$ cat src/rtl/bit_serializer.sv
// Parallel-to-serial converter: valid/ready word input, one bit per clock out,
// with a single holding register so back-to-back words stream without gaps.
//
// state  | meaning
// -------+-------------------------------------------------------------
// S_IDLE | no word in flight, ser_data parked at IDLE_BIT
// S_SHIFT| a word is on ser_data; bit_cnt_q = bits still to follow
module bit_serializer #(
    parameter int WIDTH     = 8,
    parameter bit MSB_FIRST = 1'b1,
    parameter bit IDLE_BIT  = 1'b0
) (
    input  logic             clk,
    input  logic             rst,
    input  logic [WIDTH-1:0] in_data,
    input  logic             in_valid,
    output logic             in_ready,
    output logic             ser_data,
    output logic             ser_valid,
    output logic             frame_start,
    output logic             busy
);

    localparam int CW = $clog2(WIDTH);

    typedef enum logic {S_IDLE, S_SHIFT} state_t;

    state_t           state_q, state_d;
    logic [WIDTH-1:0] sreg_q, sreg_d;
    logic [WIDTH-1:0] hold_q, hold_d;
    logic             hold_valid_q, hold_valid_d;
    logic [CW-1:0]    bit_cnt_q, bit_cnt_d;
    logic             ser_data_q, ser_data_d;
    logic             ser_valid_q, ser_valid_d;
    logic             frame_start_q, frame_start_d;

    logic             accept;
    logic             do_load;
    logic [WIDTH-1:0] load_word;

    // The bit that leaves next sits at the output end of the shift register.
    function automatic logic out_bit(input logic [WIDTH-1:0] w);
        return MSB_FIRST ? w[WIDTH-1] : w[0];
    endfunction

    function automatic logic [WIDTH-1:0] shift_on(input logic [WIDTH-1:0] w);
        return MSB_FIRST ? (w << 1) : (w >> 1);
    endfunction

    assign in_ready = ~hold_valid_q & ~rst;
    assign accept   = in_valid & in_ready;

    always_comb begin
        state_d       = state_q;
        sreg_d        = sreg_q;
        hold_d        = hold_q;
        hold_valid_d  = hold_valid_q;
        bit_cnt_d     = bit_cnt_q;
        ser_data_d    = ser_data_q;
        ser_valid_d   = ser_valid_q;
        frame_start_d = 1'b0;
        do_load       = 1'b0;
        load_word     = '0;

        case (state_q)
            S_IDLE: begin
                if (accept) begin
                    do_load   = 1'b1;
                    load_word = in_data;
                end else begin
                    ser_data_d  = IDLE_BIT;
                    ser_valid_d = 1'b0;
                end
            end
            S_SHIFT: begin
                if (bit_cnt_q != '0) begin
                    ser_data_d = out_bit(sreg_q);
                    sreg_d     = shift_on(sreg_q);
                    bit_cnt_d  = bit_cnt_q - CW'(1);
                    if (accept) begin
                        hold_d       = in_data;
                        hold_valid_d = 1'b1;
                    end
                end else if (hold_valid_q) begin
                    do_load      = 1'b1;
                    load_word    = hold_q;
                    hold_valid_d = 1'b0;
                end else if (accept) begin
                    do_load   = 1'b1;
                    load_word = in_data;
                end else begin
                    state_d     = S_IDLE;
                    ser_valid_d = 1'b0;
                    ser_data_d  = IDLE_BIT;
                end
            end
            default: begin
                state_d = S_IDLE;
            end
        endcase

        // A fresh word puts its first bit on the wire at the same edge it loads.
        if (do_load) begin
            sreg_d        = shift_on(load_word);
            ser_data_d    = out_bit(load_word);
            ser_valid_d   = 1'b1;
            frame_start_d = 1'b1;
            bit_cnt_d     = CW'(WIDTH - 1);
            state_d       = S_SHIFT;
        end
    end

    always_ff @(posedge clk) begin
        if (rst) begin
            state_q       <= S_IDLE;
            sreg_q        <= '0;
            hold_q        <= '0;
            hold_valid_q  <= 1'b0;
            bit_cnt_q     <= '0;
            ser_data_q    <= IDLE_BIT;
            ser_valid_q   <= 1'b0;
            frame_start_q <= 1'b0;
        end else begin
            state_q       <= state_d;
            sreg_q        <= sreg_d;
            hold_q        <= hold_d;
            hold_valid_q  <= hold_valid_d;
            bit_cnt_q     <= bit_cnt_d;
            ser_data_q    <= ser_data_d;
            ser_valid_q   <= ser_valid_d;
            frame_start_q <= frame_start_d;
        end
    end

    assign ser_data    = ser_data_q;
    assign ser_valid   = ser_valid_q;
    assign frame_start = frame_start_q;
    assign busy        = ser_valid_q | hold_valid_q;

endmodule

$ cat config.mk
export PLATFORM = sky130hd
export DESIGN_NAME = bit_serializer
export DESIGN_NICKNAME = d
export VERILOG_FILES = /design/src/rtl/bit_serializer.sv
export SDC_FILE = /design/constraint.sdc
export NUM_CORES = 1
export LEC_CHECK = 0
export CAP_MARGIN = 20
export CORE_MARGIN = 4
export CORE_UTILIZATION = 54
export CTS_CLUSTER_DIAMETER = 150
export DETAILED_ROUTE_END_ITERATION = 10
export PLACE_DENSITY = 0.79
export SLEW_MARGIN = 0
export SYNTH_ARGS = -nofsm -noshare
export SYNTH_HDL_FRONTEND = slang
export SYNTH_SLANG_ARGS = --single-unit
export TNS_END_PERCENT = 10
$ cat constraint.sdc
create_clock -name clk -period 3 [get_ports clk]
set_clock_uncertainty 0.05 [all_clocks]
set_input_delay 0.75 -clock clk [delete_from_list [all_inputs] [get_ports clk]]
set_output_delay 0.75 -clock clk [all_outputs]
set_load 0.01 [all_outputs]
---- Word-level counts from Yosys, hierarchy flattened ----
Index checks and enable logic that the tools add are counted.
word-level totals
  bits in registers ....................... 23
  input port bits ......................... 11
  output and inout bits ................... 5
  word-level logic and storage cells ...... 56
cells by class
  $add $sub $neg .......................... 1
  equal/unequal tests ..................... 4
  multiplexer cells ....................... 30
  bitwise gates (word level) .............. 6
  reductions and logical operators ........ 7
operators by type and width
  cell                 count
  $mux 8               6
  $mux 1               17
  $pmux 8 s2           1
  $mux 3               3
  $pmux 1 s2           3
  $reduce_and 2->1     3
  $ne 4x2->1 const B   1
  $reduce_bool 2->1    2
  $ne 3x2->1 const B   1
  $ne 3x3->1 const B   1
  $not 1->1            3
  $reduce_and 3->1     1
  $reduce_bool 3->1    1
  $sub 3x1->3 const B  1
  $and 1x1->1          2
  $ne 2x2->1 const B   1
  $or 1x1->1           1

---- Depth between registers and ports, before layout ----
Gate-level depths: netlist (run 1).
  word-level depth ........................ 9
  depth in mapped cells ................... 7
  mapped depth without buffers ............ 6

---- Least setup slack after synthesis (run 1) ----
No wires, ideal clock.
  kind .................................... input to output
  start ................................... in rst
  end ..................................... out in_ready
  data arrival time ....................... 1324 ps
  required time ........................... 2200 ps
  slack ................................... 876 ps
  cell stages on the path ................. 3
  path buffers ............................ 2
  path through ............................ buf_2 > clkbuf_1 > nor2_1
on the way
  longest elaborated chain between the ends .. 2
ends and longest elaborated chain
  what         RTL line  RTL
  from (decl)  14        input logic rst,
  $not 1->1    50        assign in_ready = ~hold_valid_q & ~rst;
  $and 1x1->1  50
  to (decl)    17        output logic in_ready,
No other way between the ends.

---- Worst setup path after layout (run 1) ----
Ends and elaborated chain as after synthesis.

==> results.py, run 1 <==
metrics = {
    "routing": {
        "wl_per_cell_um": 13.36,
        "remaining_drc_errors": 0,
        "drt_iter0_markers": 21,
        "firstDrtPassIters": 4,
        "wl_um": 2285,
        "ant_nets": 0,
        "via_per_inst": 5.532,
        "vias": 946,
    },
    "setup_path": {
        "endpoint_kind": "output pin",
        "crit_required_ps": 2200,
        "critPathKind": "in2out",
        "arrival_ps": 1870,
        "startpoint_type": "input pin",
        "cp_max_fo": 2,
    },
    "layout": {
        "n_antenna_cell": 0,
        "num-fill-cells": 192,
        "layout_common_cells": "nor2_1, dfxtp_1, clkdlybuf4s50_1",
        "areaGrowthSynthToFinish_pct": 16.39,
        "multi_input_area_um2": 565.5,
        "final_common_cell": "nor2_1",
        "final_area_mm2": 0.001297,
        "drive_above_1_share_pct": 9.722,
        "nets": 158,
        "register_area_um2": 460.4,
    },
    "floorplan": {
        "start_util_pct": 56.82,
        "die_y_um": 53.44,
        "die_w_um": 53.44,
        "die_area_mm2": 0.002855,
        "rows": 16,
        "core_mm2": 0.001962,
        "io_pins": 16,
    },
    "synthesis": {
        "syn-num-nets": 144,
        "synth_top_cell_area_share_pct": 41.30,
        "syn_area_per_cell_um2": 8.510,
        "ys_ff_latch": 23,
        "syn_area_mm2": 0.001115,
        "synth_cell_type_count": 34,
        "yosys.area.top_type": "dfxtp_1",
        "yosysSeqAreaShare_pct": 41.30,
        "syn_inst": 131,
        "synth_area_leaders": "dfxtp_1, nor2_1, nand2_1",
        "yosysWarnings": 0,
    },
    "timing": {
        "rsz0062_at_grt": "false",
        "post-route-period-util_pct": 88.99,
        "maxSlewHeadroom_pct": 59.94,
        "hold_slack_ps": 415.7,
        "drv_slew": 0,
        "hold_viol_final": 0,
        "period_minus_slack_ps": 2670,
        "fin_setup_tns_ps": 0,
        "setup_viol": 0,
        "tightest_slew_ps": 600.0,
        "max_freq_mhz": 374.6,
    },
    "power": {
        "p_seq_share_pct": 55.7,
        "switching_power_uw": 173.8,
        "p_sw_share_pct": 28.43,
        "combPwrFrac_pct": 21.1,
        "clock_power_share_pct": 23.2,
        "power.internal_uw": 437.4,
        "p_leak_uw": 0.0005275,
        "peakVddDrop_uv": 342.8,
        "p_per_area_mw_per_mm2": 471.1,
    },
    "min_path": {
        "hold_class": "reg2reg",
    },
    "clocking": {
        "clk_latency_ps": 310,
        "ctsLongestPathBuffers": 2,
        "postCtsSetupBuffers": 0,
        "cts_hold_buf": 0,
        "cts_max_level": 1,
        "cts_root_buf": "clkbuf_4",
        "cts_tree": "built",
        "cts-resized-gates": 0,
        "cts_made_buffers": 3,
        "clock_sinks": 23,
        "path_clk_slew_ps": 120,
    },
    "placed_design": {
        "place_area_mm2": 0.001270,
        "hpwl_um": 1678,
        "gp_congestion": 0.7596,
        "port_buffers": 15,
    },
    "grt": {
        "grt_first_pass_wirelength_um": 4008,
        "overflow": 0,
        "grt_pass1_vias": 924,
        "grt_max_degree": 25,
        "grtUsageTotal_pct": 19.33,
        "antenna_found_initial": 0,
    },
    "status": {
        "status": "finished, final reports clean",
    },
    "flow_run": {
        "max_cap_violations": 0,
    },
}
==> flip-flops by register name (all words and copies together), names as in the netlist <==
signal        flops
ser_data          1
hold_q            8
hold_valid_q      1
sreg_q            7
frame_start       1
state_q           1
ser_valid         1
bit_cnt_q         3
==> final cells by class <==
type / instances / share of cell area [%]
Multi-Input combinational cell: 89 / 43.59
Sequential cell: 23 / 35.49
Timing Repair Buffer: 18 / 13.31
Inverter: 10 / 2.893
Tap cell: 27 / 2.604
Clock buffer: 3 / 1.736
Clock inverter: 1 / 0.3857
==> critical path, stage by stage <==
cell and delay, ps:
clkdlybuf4s50_1 440, nor2_1 130, clkdlybuf4s50_1 550
==> metrics by stage <==
stage,util (%),cells,power (uW),worst slack (ps)
floorplan,-,131,433.9,876.5
global placement,64.73,167,470.1,355.4
detailed placement,64.73,167,476.0,339.9
CTS,66.14,171,615.9,323.6
global route,66.14,171,650.0,295.4
finish,66.14,171,611.2,330.3
==> worst paths after layout <==
check	end	start	slack, ps	depth (start not counted)
worst max-delay path	in_ready	rst	330	3
worst min-delay path	sreg_q[6]	sreg_q[6]	420	2
worst max register to register	sreg_q[2]	bit_cnt_q[0]	1010	6
worst min register to register	sreg_q[6]	sreg_q[6]	420	2
==> power by group through the flow <==
stage	Combinational, uW	Clock [uW]	Sequential (uW)
2_1_floorplan	92.2	0	342
3_3_place_gp	123	0	347
3_5_place_dp	128	0	348
4_1_cts	129	146	341
5_1_grt	143	163	344
6_report	129	142	341
==> routing by layer <==
| metal | vias up | global-route usage (%) | part of all wire [%] |
|---|---|---|---|
| li1 | 476 | - | - |
| met1 | 449 | 22.24 | 44 |
| met2 | 16 | 34.49 | 51 |
| met3 | 5 | 3.662 | 3.2 |
| met4 | 0 | 7.660 | 1.4 |
| met5 | - | 0 | 0 |
==> Yosys cell counts <==
cell type,count
a2111oi_4,1
a211oi_1,4
a21boi_1,1
a21o_1,4
a21oi_1,6
a221oi_1,1
a22oi_1,2
a311oi_1,1
a32oi_1,5
and2_1,1
buf_1,1
buf_2,2
buf_6,2
clkbuf_1,4
dfxtp_1,23
ha_1,2
inv_1,10
mux2_2,1
mux2i_1,4
nand2_1,12
nand2b_1,1
nand3_1,4
nand3_2,1
nor2_1,25
nor2_2,1
nor2b_1,1
nor2b_4,1
nor3_1,1
nor3b_4,1
nor4_1,3
o21a_1,1
o31ai_1,2
or2_2,1
or3b_1,1
==> cells by family after synthesis <==
| kind of cell | count (synthesis) | share of synthesized area, % |
|---|---|---|
| AND/OR/NAND/NOR | 54 | 23.79 |
| AO/OA/AOI/OAI | 28 | 20.09 |
| flip-flops | 23 | 41.30 |
| buffers and inverters | 19 | 7.968 |
| multiplexers | 5 | 4.602 |
| adder cells (fa/ha/maj) | 2 | 2.244 |
Power figures use the tool's default switching activity.
==> inputs of run 2 (changes only) <==
--- a/config.mk
+++ b/config.mk
@@ -8,6 +8,7 @@
 export CAP_MARGIN = 20
 export CORE_MARGIN = 4
 export CORE_UTILIZATION = 54
+export CTS_BUF_LIST = sky130_fd_sc_hd__clkbuf_4 sky130_fd_sc_hd__clkbuf_8
 export CTS_CLUSTER_DIAMETER = 150
 export DETAILED_ROUTE_END_ITERATION = 10
 export PLACE_DENSITY = 0.79
==> results of run 2 <==
Same layout as run 1: the final DEF is identical, and so are final timing and power.
==> inputs of run 3 (changes only) <==
--- a/config.mk
+++ b/config.mk
@@ -12,6 +12,7 @@
 export CTS_CLUSTER_DIAMETER = 150
 export DETAILED_ROUTE_END_ITERATION = 10
 export PLACE_DENSITY = 0.79
+export REMOVE_ABC_BUFFERS = 1
 export SLEW_MARGIN = 0
 export SYNTH_ARGS = -nofsm -noshare
 export SYNTH_HDL_FRONTEND = slang
==> run 3 against run 2 <==
Net effect:
- combinational power about the same
- register-to-register slack about the same
- cell area decreased by 0.58%
- routed wire length increased by 0.22%
- power increased by 0.42%
- non-clock buffer count decreased by 1
- clock power about the same
- global-route usage decreased by 0.34 points
- cell count decreased by 0.58%
- maximum frequency decreased by 0.94%
- critical endpoint unchanged
- highest routed layer unchanged
==> results.py, run 3 (synthesized netlist as in run 1, its figures left out) <==
metrics = {
    "layout": {
        "final_area_mm2": 0.001290,
        "fin_util_pct": 65.75,
        "areaGrowthSynthToFinish_pct": 15.71,
        "layout_common_cells": "nor2_1, dfxtp_1, clkdlybuf4s50_1",
        "drive_above_1_share_pct": 9.091,
        "reg_top3": "hold_q x8, sreg_q x7, bit_cnt_q x3",
        "largest_reg_flops": 8,
        "final_common_cell": "nor2_1",
        "nets": 157,
        "top_register": "hold_q",
        "n_antenna_cell": 0,
        "num-fill-cells": 185,
    },
    "grt": {
        "grtUsageTotal_pct": 18.99,
        "grt_pass1_vias": 925,
        "antenna_found_initial": 0,
        "grt_max_degree": 24,
        "grt_first_pass_wirelength_um": 3912,
        "overflow": 0,
    },
    "timing": {
        "tightest_slew_ps": 571.5,
        "hold_viol_final": 0,
        "rsz0062_at_grt": "false",
        "maxSlewHeadroom_pct": 61.85,
        "period_minus_slack_ps": 2695,
        "drv_slew": 0,
        "setup_viol": 0,
        "max_freq_mhz": 371.1,
        "fin_setup_tns_ps": 0,
        "hold_slack_ps": 410.6,
        "post-route-period-util_pct": 89.83,
    },
    "setup_path": {
        "critPathMaxStageDelay_ps": 550,
        "r2r_cells": 6,
        "arrival_ps": 1890,
        "startpoint_type": "input pin",
        "r2r-end": "sreg_q[2]",
        "crit_path_cell_trace": "clkdlybuf4s50_1 -> nor2_1 -> clkdlybuf4s50_1",
        "worst_r2r_startpoint": "bit_cnt_q[0]",
        "critPathKind": "in2out",
        "cpMostUsedCell": "clkdlybuf4s50_1",
        "crit_required_ps": 2200,
        "timing.reg2reg.setup_slack_ps": 1000,
        "crit_path_top_delay_cell": "clkdlybuf4s50_1",
        "endpoint_kind": "output pin",
        "cp_max_fo": 3,
    },
    "min_path": {
        "min_from": "sreg_q[7]",
        "whs_endpoint": "ser_data",
        "hold_class": "reg2reg",
        "hold_depth": 2,
    },
    "floorplan": {
        "die_area_mm2": 0.002855,
        "io_pins": 16,
        "core_mm2": 0.001962,
        "start_util_pct": 56.82,
        "rows": 16,
        "die_y_um": 53.44,
        "die_w_um": 53.44,
    },
    "routing": {
        "wl_per_cell_um": 13.47,
        "vias": 946,
        "via_per_inst": 5.565,
        "ant_nets": 0,
        "remaining_drc_errors": 0,
        "firstDrtPassIters": 4,
        "drt_iter0_markers": 24,
        "wl_um": 2290,
    },
    "clocking": {
        "cts-resized-gates": 0,
        "clk_latency_ps": 310,
        "path_clk_slew_ps": 130,
        "cts_made_buffers": 3,
        "cts_root_buf": "clkbuf_4",
        "cts_hold_buf": 0,
        "clock_sinks": 23,
        "postCtsSetupBuffers": 0,
        "ctsLongestPathBuffers": 2,
        "cts_max_level": 1,
        "cts_tree": "built",
    },
    "power": {
        "p_sw_share_pct": 28.91,
        "peakVddDrop_uv": 267.5,
        "p_leak_uw": 0.0005223,
        "power.internal_uw": 436.4,
        "switching_power_uw": 177.4,
        "p_seq_share_pct": 55.3,
        "p_per_area_mw_per_mm2": 475.8,
        "combPwrFrac_pct": 21.0,
        "clock_power_share_pct": 23.7,
    },
    "placed_design": {
        "gp_congestion": 0.7953,
        "place_area_mm2": 0.001262,
        "port_buffers": 15,
        "hpwl_um": 1616,
    },
    "flow_run": {
        "max_cap_violations": 0,
    },
    "status": {
        "status": "finished, final reports clean",
    },
}
run 3: cell count changes in the layout (fill, tap and decap cells not counted), sizes merged:
cell,change
buf,-1
run 3: stage by stage:
step	setup WS (ps)	cells	power, uW
detailed placement	286.1	166	474.5
CTS	281.8	170	620.2
floorplan	1210	122	421.6
global placement	283.3	166	469.3
global route	236.1	170	642.1
finish	305.1	170	613.8
run 3: power by group through the flow:
stage	clock (uW)	sequential [uW]	combinational (uW)
after global placement	0	345	124
after global routing	157	343	142
after CTS	152	339	129
after floorplan	0	347	74.5
after detailed placement	0	346	128
final	145	340	129
run 3: how the worst max path moves through the flow:
stage | start | endpoint | slack (ps) | cells past startpoint
final | rst | in_ready | 310 | 3
after global routing | rst | in_ready | 240 | 3
after CTS | rst | in_ready | 280 | 3
after detailed placement | rst | in_ready | 290 | 3
after global placement | rst | in_ready | 280 | 3
after floorplan | in_valid | sreg_q[2] | 1210 | 4
run 3: cell type report:
class | instances | area [um^2] | share of cell area [%]
inverter | 10 | 37.54 | 2.910
clock buffer | 3 | 22.52 | 1.746
tap | 27 | 33.78 | 2.619
timing repair buffer | 17 | 165.2 | 12.80
clock inverter | 1 | 5.005 | 0.3880
multi-input combinational | 89 | 565.5 | 43.84
sequential | 23 | 460.4 | 35.69
run 3: worst max-delay path: cells and delay by family:
kind                   cells  cell delay, ps
buffers and inverters      2            1020
AND/OR/NAND/NOR            1             120
run 3: layer usage:
layer / track usage (%) / up-vias / share of wire [%]
met2: 32.86 / 20 / 50
li1: - / 472 / -
met5: 0 / - / 0
met4: 9.362 / 0 / 1.9
met3: 3.099 / 5 / 4.8
met1: 22.26 / 449 / 43
